==> src/rtl/mem_write_arbiter.sv <==
// Merges CPU, downloader and eraser byte writes onto the ROM/RAM dpram write ports.
// Optional ARB_DROP_COUNT_EN adds a saturating drop_count output.
module mem_write_arbiter #(
    parameter int FIFO_DEPTH = 4
) (
    input  logic        clk_sys,
    input  logic        reset_n,
    input  logic        dl_active,
    input  logic        dl_wr,
    input  logic [24:0] dl_addr,
    input  logic [7:0]  dl_data,
    input  logic        er_active,
    input  logic        er_wr,
    input  logic [24:0] er_addr,
    input  logic [7:0]  er_data,
    input  logic        cpu_wr,
    input  logic [15:0] cpu_addr,
    input  logic [7:0]  cpu_data,
    input  logic        rom_enabled,
    output logic        rom_wr,
    output logic [14:0] rom_addr,
    output logic [7:0]  rom_data,
    output logic        ram_wr,
    output logic [15:0] ram_addr,
    output logic [7:0]  ram_data,
    output logic        ld_ready,
    output logic        ld_overflow,
`ifdef ARB_DROP_COUNT_EN
    output logic [15:0] drop_count,
`endif
    output logic        busy
);

    localparam int PTR_W = $clog2(FIFO_DEPTH);
    localparam logic [PTR_W:0] FULL_CNT = (PTR_W+1)'(FIFO_DEPTH);

    typedef enum logic [1:0] {IDLE, LOAD, ERASE, DRAIN} state_t;

    state_t            state;
    logic [32:0]       fifo_mem [FIFO_DEPTH];
    logic [PTR_W-1:0]  wr_ptr;
    logic [PTR_W-1:0]  rd_ptr;
    logic [PTR_W:0]    count;
    logic [PTR_W:0]    count_next;

    logic        push_req;
    logic [32:0] push_entry;
    logic        push_ok;
    logic        push_lost;
    logic        pop;
    logic        fifo_full;
    logic        cpu_accept;
    logic [24:0] head_addr;
    logic [7:0]  head_data;
    logic        head_is_rom;
    logic        head_is_ram;

    always_comb begin
        push_req    = (state == LOAD && dl_wr) || (state == ERASE && er_wr);
        push_entry  = (state == LOAD) ? {dl_addr, dl_data} : {er_addr, er_data};
        cpu_accept  = cpu_wr && (!rom_enabled || cpu_addr[15]);
        fifo_full   = (count == FULL_CNT);
        // A CPU write owns the output ports this cycle, so the FIFO head waits.
        pop         = (count != '0) && !cpu_accept;
        push_ok     = push_req && (!fifo_full || pop);
        push_lost   = push_req && !push_ok;
        count_next  = count + {{PTR_W{1'b0}}, push_ok} - {{PTR_W{1'b0}}, pop};
        {head_addr, head_data} = fifo_mem[rd_ptr];
        head_is_rom = (head_addr < 25'h0008000);
        head_is_ram = (head_addr[24:16] == 9'h001);
    end

    assign busy = (state != IDLE);

`ifdef ARB_DROP_COUNT_EN
    logic       cpu_drop;
    logic       oob_pop;
    logic [1:0] drop_inc;

    function automatic logic [15:0] sat_add16(input logic [15:0] cnt, input logic [1:0] inc);
        logic [16:0] sum;
        sum = {1'b0, cnt} + {15'd0, inc};
        return sum[16] ? 16'hFFFF : sum[15:0];
    endfunction

    always_comb begin
        cpu_drop = cpu_wr && !cpu_accept;
        oob_pop  = pop && !head_is_rom && !head_is_ram;
        drop_inc = {1'b0, cpu_drop} + {1'b0, oob_pop} + {1'b0, push_lost};
    end

    always_ff @(posedge clk_sys) begin
        if (!reset_n) drop_count <= '0;
        else          drop_count <= sat_add16(drop_count, drop_inc);
    end
`endif

    // FIFO storage holds data only; occupancy is tracked by the pointers and count.
    always_ff @(posedge clk_sys) begin
        if (push_ok) fifo_mem[wr_ptr] <= push_entry;
    end

    always_ff @(posedge clk_sys) begin
        if (!reset_n) begin
            state       <= IDLE;
            wr_ptr      <= '0;
            rd_ptr      <= '0;
            count       <= '0;
            rom_wr      <= 1'b0;
            rom_addr    <= '0;
            rom_data    <= '0;
            ram_wr      <= 1'b0;
            ram_addr    <= '0;
            ram_data    <= '0;
            ld_ready    <= 1'b1;
            ld_overflow <= 1'b0;
        end else begin
            case (state)
                IDLE:    if (dl_active) state <= LOAD;
                         else if (er_active) state <= ERASE;
                LOAD:    if (!dl_active) state <= DRAIN;
                ERASE:   if (!er_active) state <= DRAIN;
                DRAIN:   if (count == '0) state <= IDLE;
                default: state <= IDLE;
            endcase

            if (push_ok) wr_ptr <= wr_ptr + 1'b1;
            if (pop)     rd_ptr <= rd_ptr + 1'b1;
            count       <= count_next;
            ld_ready    <= (count_next != FULL_CNT);
            ld_overflow <= ld_overflow | push_lost;

            rom_wr <= 1'b0;
            ram_wr <= 1'b0;
            if (cpu_accept) begin
                ram_wr   <= 1'b1;
                ram_addr <= cpu_addr;
                ram_data <= cpu_data;
            end else if (pop && head_is_rom) begin
                rom_wr   <= 1'b1;
                rom_addr <= head_addr[14:0];
                rom_data <= head_data;
            end else if (pop && head_is_ram) begin
                ram_wr   <= 1'b1;
                ram_addr <= head_addr[15:0];
                ram_data <= head_data;
            end
        end
    end

endmodule

==> config.mk <==
export PLATFORM = sky130hd
export DESIGN_NAME = mem_write_arbiter
export DESIGN_NICKNAME = d
export VERILOG_FILES = /design/src/rtl/mem_write_arbiter.sv
export SDC_FILE = /design/constraint.sdc
export NUM_CORES = 1
export LEC_CHECK = 0
export BUFFER_PORTS_ARGS = -buffer_cell sky130_fd_sc_hd__buf_2
export CAP_MARGIN = 10
export CELL_PAD_IN_SITES_DETAIL_PLACEMENT = 1
export CELL_PAD_IN_SITES_GLOBAL_PLACEMENT = 2
export CORE_UTILIZATION = 38
export CTS_CLUSTER_SIZE = 12
export DETAILED_ROUTE_END_ITERATION = 10
export PLACE_DENSITY_LB_ADDON = 0.15
export SLEW_MARGIN = 10
export SYNTH_ARGS = -nofsm -noshare
export SYNTH_HDL_FRONTEND = slang
export SYNTH_SLANG_ARGS = --single-unit
==> constraint.sdc <==
create_clock -name clk_sys -period 3.1 [get_ports clk_sys]
set_input_delay 0.775 -clock clk_sys [delete_from_list [all_inputs] [get_ports clk_sys]]
set_output_delay 0.775 -clock clk_sys [all_outputs]
set_load 0.02 [all_outputs]
* After elaboration in Yosys (flattened, before gate mapping)
Memory sizes are Yosys's and may differ from the RTL's. A register that Yosys moved wholly into a read port is not among the register bits. Cells that the tools add are included.
Operators by class: bitwise operators 3, multipliers 0, mux-type cells 21, order comparisons 1, equal/unequal tests 11, reductions and logical operators 24, add/sub/neg operators 4, divide/modulo/power cells 0, shifts and indexed selects 0
Operators with widths (number):
- $mux W16 | 3
- $mux W33 | 1
- $lt A25 B16 Y1 const B | 1
- $mux W8 | 3
- $mux W2 | 7
- $eq A9 B1 Y1 const B | 1
- $logic_and A1 B1 Y1 | 8
- $ne A2 B2 Y1 const B | 4
- $pmux W2 S4 | 1
- $mux W1 | 6
- $ne A3 B3 Y1 const B | 2
- $add A2 B1 Y2 const B | 2
- $eq A2 B2 Y1 const B | 2
- $logic_not A1 Y1 | 4
- $reduce_and A2 Y1 | 2
- $reduce_and A4 Y1 | 1
- $reduce_bool A2 Y1 | 2
- $add A3 B1 Y3 | 1
- $eq A3 B3 Y1 const B | 1
- $logic_not A3 Y1 | 1
- $logic_or A1 B1 Y1 | 3
- $reduce_bool A3 Y1 | 1
- $sub A3 B1 Y3 | 1
- $eq A2 B1 Y1 const B | 1
- other kinds (4) | 5
Word-level totals: memories 1, bits in read-only memories 0, bits of input ports 98, memory bits (writable) 132, logic and storage cells 77, output and inout port bits 52, register bits 60, bits in latches 0
Memory list:
- fifo_mem | depth 4, width 33, read ports 1, clocked after memory_dff 1, wr ports 1, line 40 | logic [32:0] fifo_mem [FIFO_DEPTH];

* Longest topological paths before layout
word-level depth 10, gate-level depth with buffers 13, depth with buffers taken out 12

* Worst setup path after synthesis
OpenSTA, ideal clock, no wires.
path kind input to register, start point in rom_enabled, end point reg ld_ready, setup slack 362 ps, cell stages on the path 11, data arrival time 2625 ps, data required time 2987 ps, path buffers 0, library setup time 113 ps, cell sequence nor2b_1 -> nor2_1 -> a31oi_1 -> inv_1 -> ha_1 -> inv_1 -> ha_1 -> fa_1 -> xnor2_1 -> and2_1 -> nand2_1
On the way: word-level cells in the longest chain between the ends 10
RTL lines:
- start, declared | line 19 | input logic rom_enabled,
- $logic_not A1 Y1 * | line 61 | cpu_accept = cpu_wr && (!rom_enabled || cpu_addr[15]);
- $logic_or A1 B1 Y1 * | line 61
- $logic_and A1 B1 Y1 * | line 61
- $logic_not A1 Y1 * | line 64 | pop = (count != '0) && !cpu_accept;
- $logic_and A1 B1 Y1 * | line 64
- $logic_or A1 B1 Y1 | line 65 | push_ok = push_req && (!fifo_full || pop);
- $logic_and A1 B1 Y1 | line 65
- $add A3 B1 Y3 | line 67 | count_next = count + {{PTR_W{1'b0}}, push_ok} - {{PTR_W{1'b0}}, pop};
- $sub A3 B1 Y3 * | line 67
- $ne A3 B3 Y1 * | line 130 | ld_ready <= (count_next != FULL_CNT);
- end signal, assigned | line 130
- end, declared | line 26 | output logic ld_ready,
Mark *: on every way between the ends. The rest lies on a longest branch, timed or not. A chain may end at the register's enable or synchronous reset.

==> impl_metrics.json <==
{
  "outcome": "finished, final reports clean",
  "synth.most_common_cell": "edfxtp_1",
  "fin_ws_ns": 0.553,
  "hpwl_um": 13200,
  "post_cts_resized": 0,
  "clk_latency_ns": 0.42,
  "synth.avg_cell_area_um2": 14.5,
  "synth_edf_count": 132,
  "ys_top_cells_by_area": "edfxtp_1 50%, dfxtp_1 16%, mux4_2 7.3%, mux2_2 4.7%, nand4_1 3.6%",
  "r2r_end": "rom_addr[4]",
  "die_h_um": 147,
  "tritoncts": "yes",
  "place_ws_ns": 0.168,
  "grt_max_degree": 48,
  "endpoint_kind": "flip-flop",
  "clkTransAtPathRegs_ns": 0.07,
  "grt_first_pass_wirelength_um": 29800,
  "crit_arrival_ns": 2.84,
  "cap_violations": 0,
  "postCtsSetupBuffers": 0,
  "cp_cell_sequence": "mux4_2 > nor2_2 > nand3_1 > o21ai_0 > a21oi_1",
  "hold_depth": 2,
  "routed-via-count": 5144,
  "stdcell_area_um2": 9710,
  "area_delta_synth_final_pct": 21.5,
  "nets": 809,
  "grt_pass1_vias": 5447,
  "ys_seq_elements": 194,
  "ys_seq_area_share_pct": 65.2,
  "worstPathRequired_ns": 3.39,
  "clkSinkCount": 194,
  "power_mw": 7.86,
  "antenna_left": 0,
  "rsz0062_at_grt": "no",
  "path_delay_family": "simple AND/OR/NAND/NOR gates",
  "drive_above_1_share_pct": 39.8,
  "skew_ns": 0.00825,
  "gp_congestion": 0.764,
  "peakVddDrop_v": 0.000416,
  "pin_count": 150,
  "slowest_stage": "nand3_1",
  "slowest_delay_ns": 0.61,
  "synth_nets": 661,
  "r2r_slack_ns": 0.55,
  "cp_num_cells": 5,
  "synth_top_area_share_pct": 49.6,
  "synth_cells": 552,
  "rows": 52,
  "synthesis.area_um2": 7990,
  "total_leakage_power_nw": 3.60,
  "hp-class": "flip-flop to flip-flop",
  "numCtsBuffers": 17,
  "start_util_pct": 39.1,
  "n_antenna_cell": 0,
  "slew_headroom_pct": 37.1,
  "io_buffer_count": 149,
  "wl_per_cell_um": 19.1,
  "dieArea_um2": 21600,
  "track_usage_pct": 18.2,
  "ctsLongestPathBuffers": 2,
  "synthFlopType": "edfxtp_1",
  "fmax_mhz": 393,
  "ys_types": 45,
  "setup_violations": 0,
  "drtPass1Iterations": 4,
  "path_buf_inv": 0,
  "slew_violations": 0,
  "die_w_um": 147,
  "power.density_nw_per_um2": 809,
  "antenna_found_initial": 0,
  "routed_wl_um": 18800,
  "cp-endpoint": "rom_addr[4]",
  "viasPerCell": 5.23,
  "tightest_slew_ns": 0.943,
  "period_share_pct": 82.1,
  "critical_path_peak_fanout": 24,
  "drc_errors": 0,
  "drt-initial-drc-count": 278,
  "core_um2": 20400,
  "overflow": 0,
  "async_flop_share_pct": 0,
  "crit_type": "flip-flop to flip-flop",
  "final.setup.tns_ns": 0,
  "yosys-top-cells-count": "132 x edfxtp_1, 62 x dfxtp_1, 51 x nand2_1",
  "r2r_cells": 5,
  "fin_util_pct": 47.5,
  "root_buffer": "clkbuf_16",
  "hold_violations": 0,
  "synth_area_leader_cell": "edfxtp_1",
  "htreeDepth": 4,
  "placedInstanceArea_um2": 9030,
  "cts_hold_buffers": 0,
  "cp-start-kind": "flip-flop",
  "period_minus_slack_ns": 2.55,
  "synth_warnings": 0
}
state kept, by name, indices dropped and copies added (netlist names), named ones only:
| signal | flops |
|---|---|
| rom_wr | 1 |
| ram_data | 8 |
| ld_overflow | 1 |
| count | 3 |
| wr_ptr | 2 |
| rd_ptr | 2 |
| rom_data | 8 |
| ram_wr | 1 |
| ram_addr | 16 |
| ld_ready | 1 |
| state | 2 |
| fifo_mem | 132 |
| rom_addr | 15 |
where the power goes:
part | switching [mW] | internal (mW) | total [mW]
clock network | 0.991 | 1.46 | 2.45
registers | 0.134 | 3.20 | 3.33
logic | 1.24 | 0.826 | 2.07
through the flow:
step                      instances  hold WS (ns)
final                           983         0.474
after global routing            983         0.500
after CTS                       983         0.474
after detailed placement        951         0.464
after global placement          951         0.453
after floorplan                 552         0.465
per-layer routing:
layer / up-vias / global-route usage [%] / share of wire (%)
li1: 2424 / - / -
met1: 2561 / 25.4 / 47
met2: 148 / 29.3 / 47
met3: 11 / 2.86 / 4.7
met4: 0 / 5.67 / 0.85
met5: - / 0 / 0
cell families after synthesis:
kind of cell	share of synthesized area [%]
adder cells (fa/ha/maj)	1.82
buffers and inverters	3.10
XOR/XNOR	0.548
AND/OR/NAND/NOR	9.48
AO/OA/AOI/OAI	7.79
flip-flops	65.2
multiplexers	12.1
worst reg2reg max path: cells and delay by family (launching register included):
| family | cells | cell delay [ns] |
|---|---|---|
| muxes | 1 | 0.57 |
| and+or+nand+nor | 2 | 0.76 |
| DFF | 1 | 0.52 |
| AOI/OAI and AO/OA | 2 | 0.57 |
worst min path at each step:
stage	startpoint	endpoint	slack, ns
floorplan	state[1]	state[1]	0.46
global placement	ld_overflow	ld_overflow	0.45
detailed placement	rom_data[5]	rom_data[5]	0.46
CTS	rom_data[5]	rom_data[5]	0.47
global route	rom_addr[10]	rom_addr[10]	0.50
finish	ld_overflow	ld_overflow	0.47
layout by cell type (no fill, tap or decap), types with 2 or more instances in the layout:
cell type    n
a211oi_1     2
a21oi_1     25
a22oi_1      3
and2_1      11
and3_1       2
buf_2      149
buf_4       19
bufinv_16    5
clkbuf_16   17
clkinv_4     5
dfxtp_1     61
edfxtp_1   132
ha_1        10
inv_1       12
inv_8        4
mux2_2      33
mux4_2      26
nand2_1     51
nand3_1      5
nand4_1     46
nor2_1      14
nor3_1       2
nor4_1       3
o211ai_1     4
o211ai_2    19
o21ai_0     25
or3_1        2
xnor2_1      2
xor2_1       3
layout make-up:
type | instances | area, µm²
flip-flops and latches | 194 | 5210
clock inverters | 15 | 248
clock buffers | 17 | 425
inverters | 13 | 48.8
well taps | 270 | 338
fillers | 2118 | 10700
multi-input cells | 306 | 2550
repair buffers | 168 | 888
(Power assumes the default switching activity.)
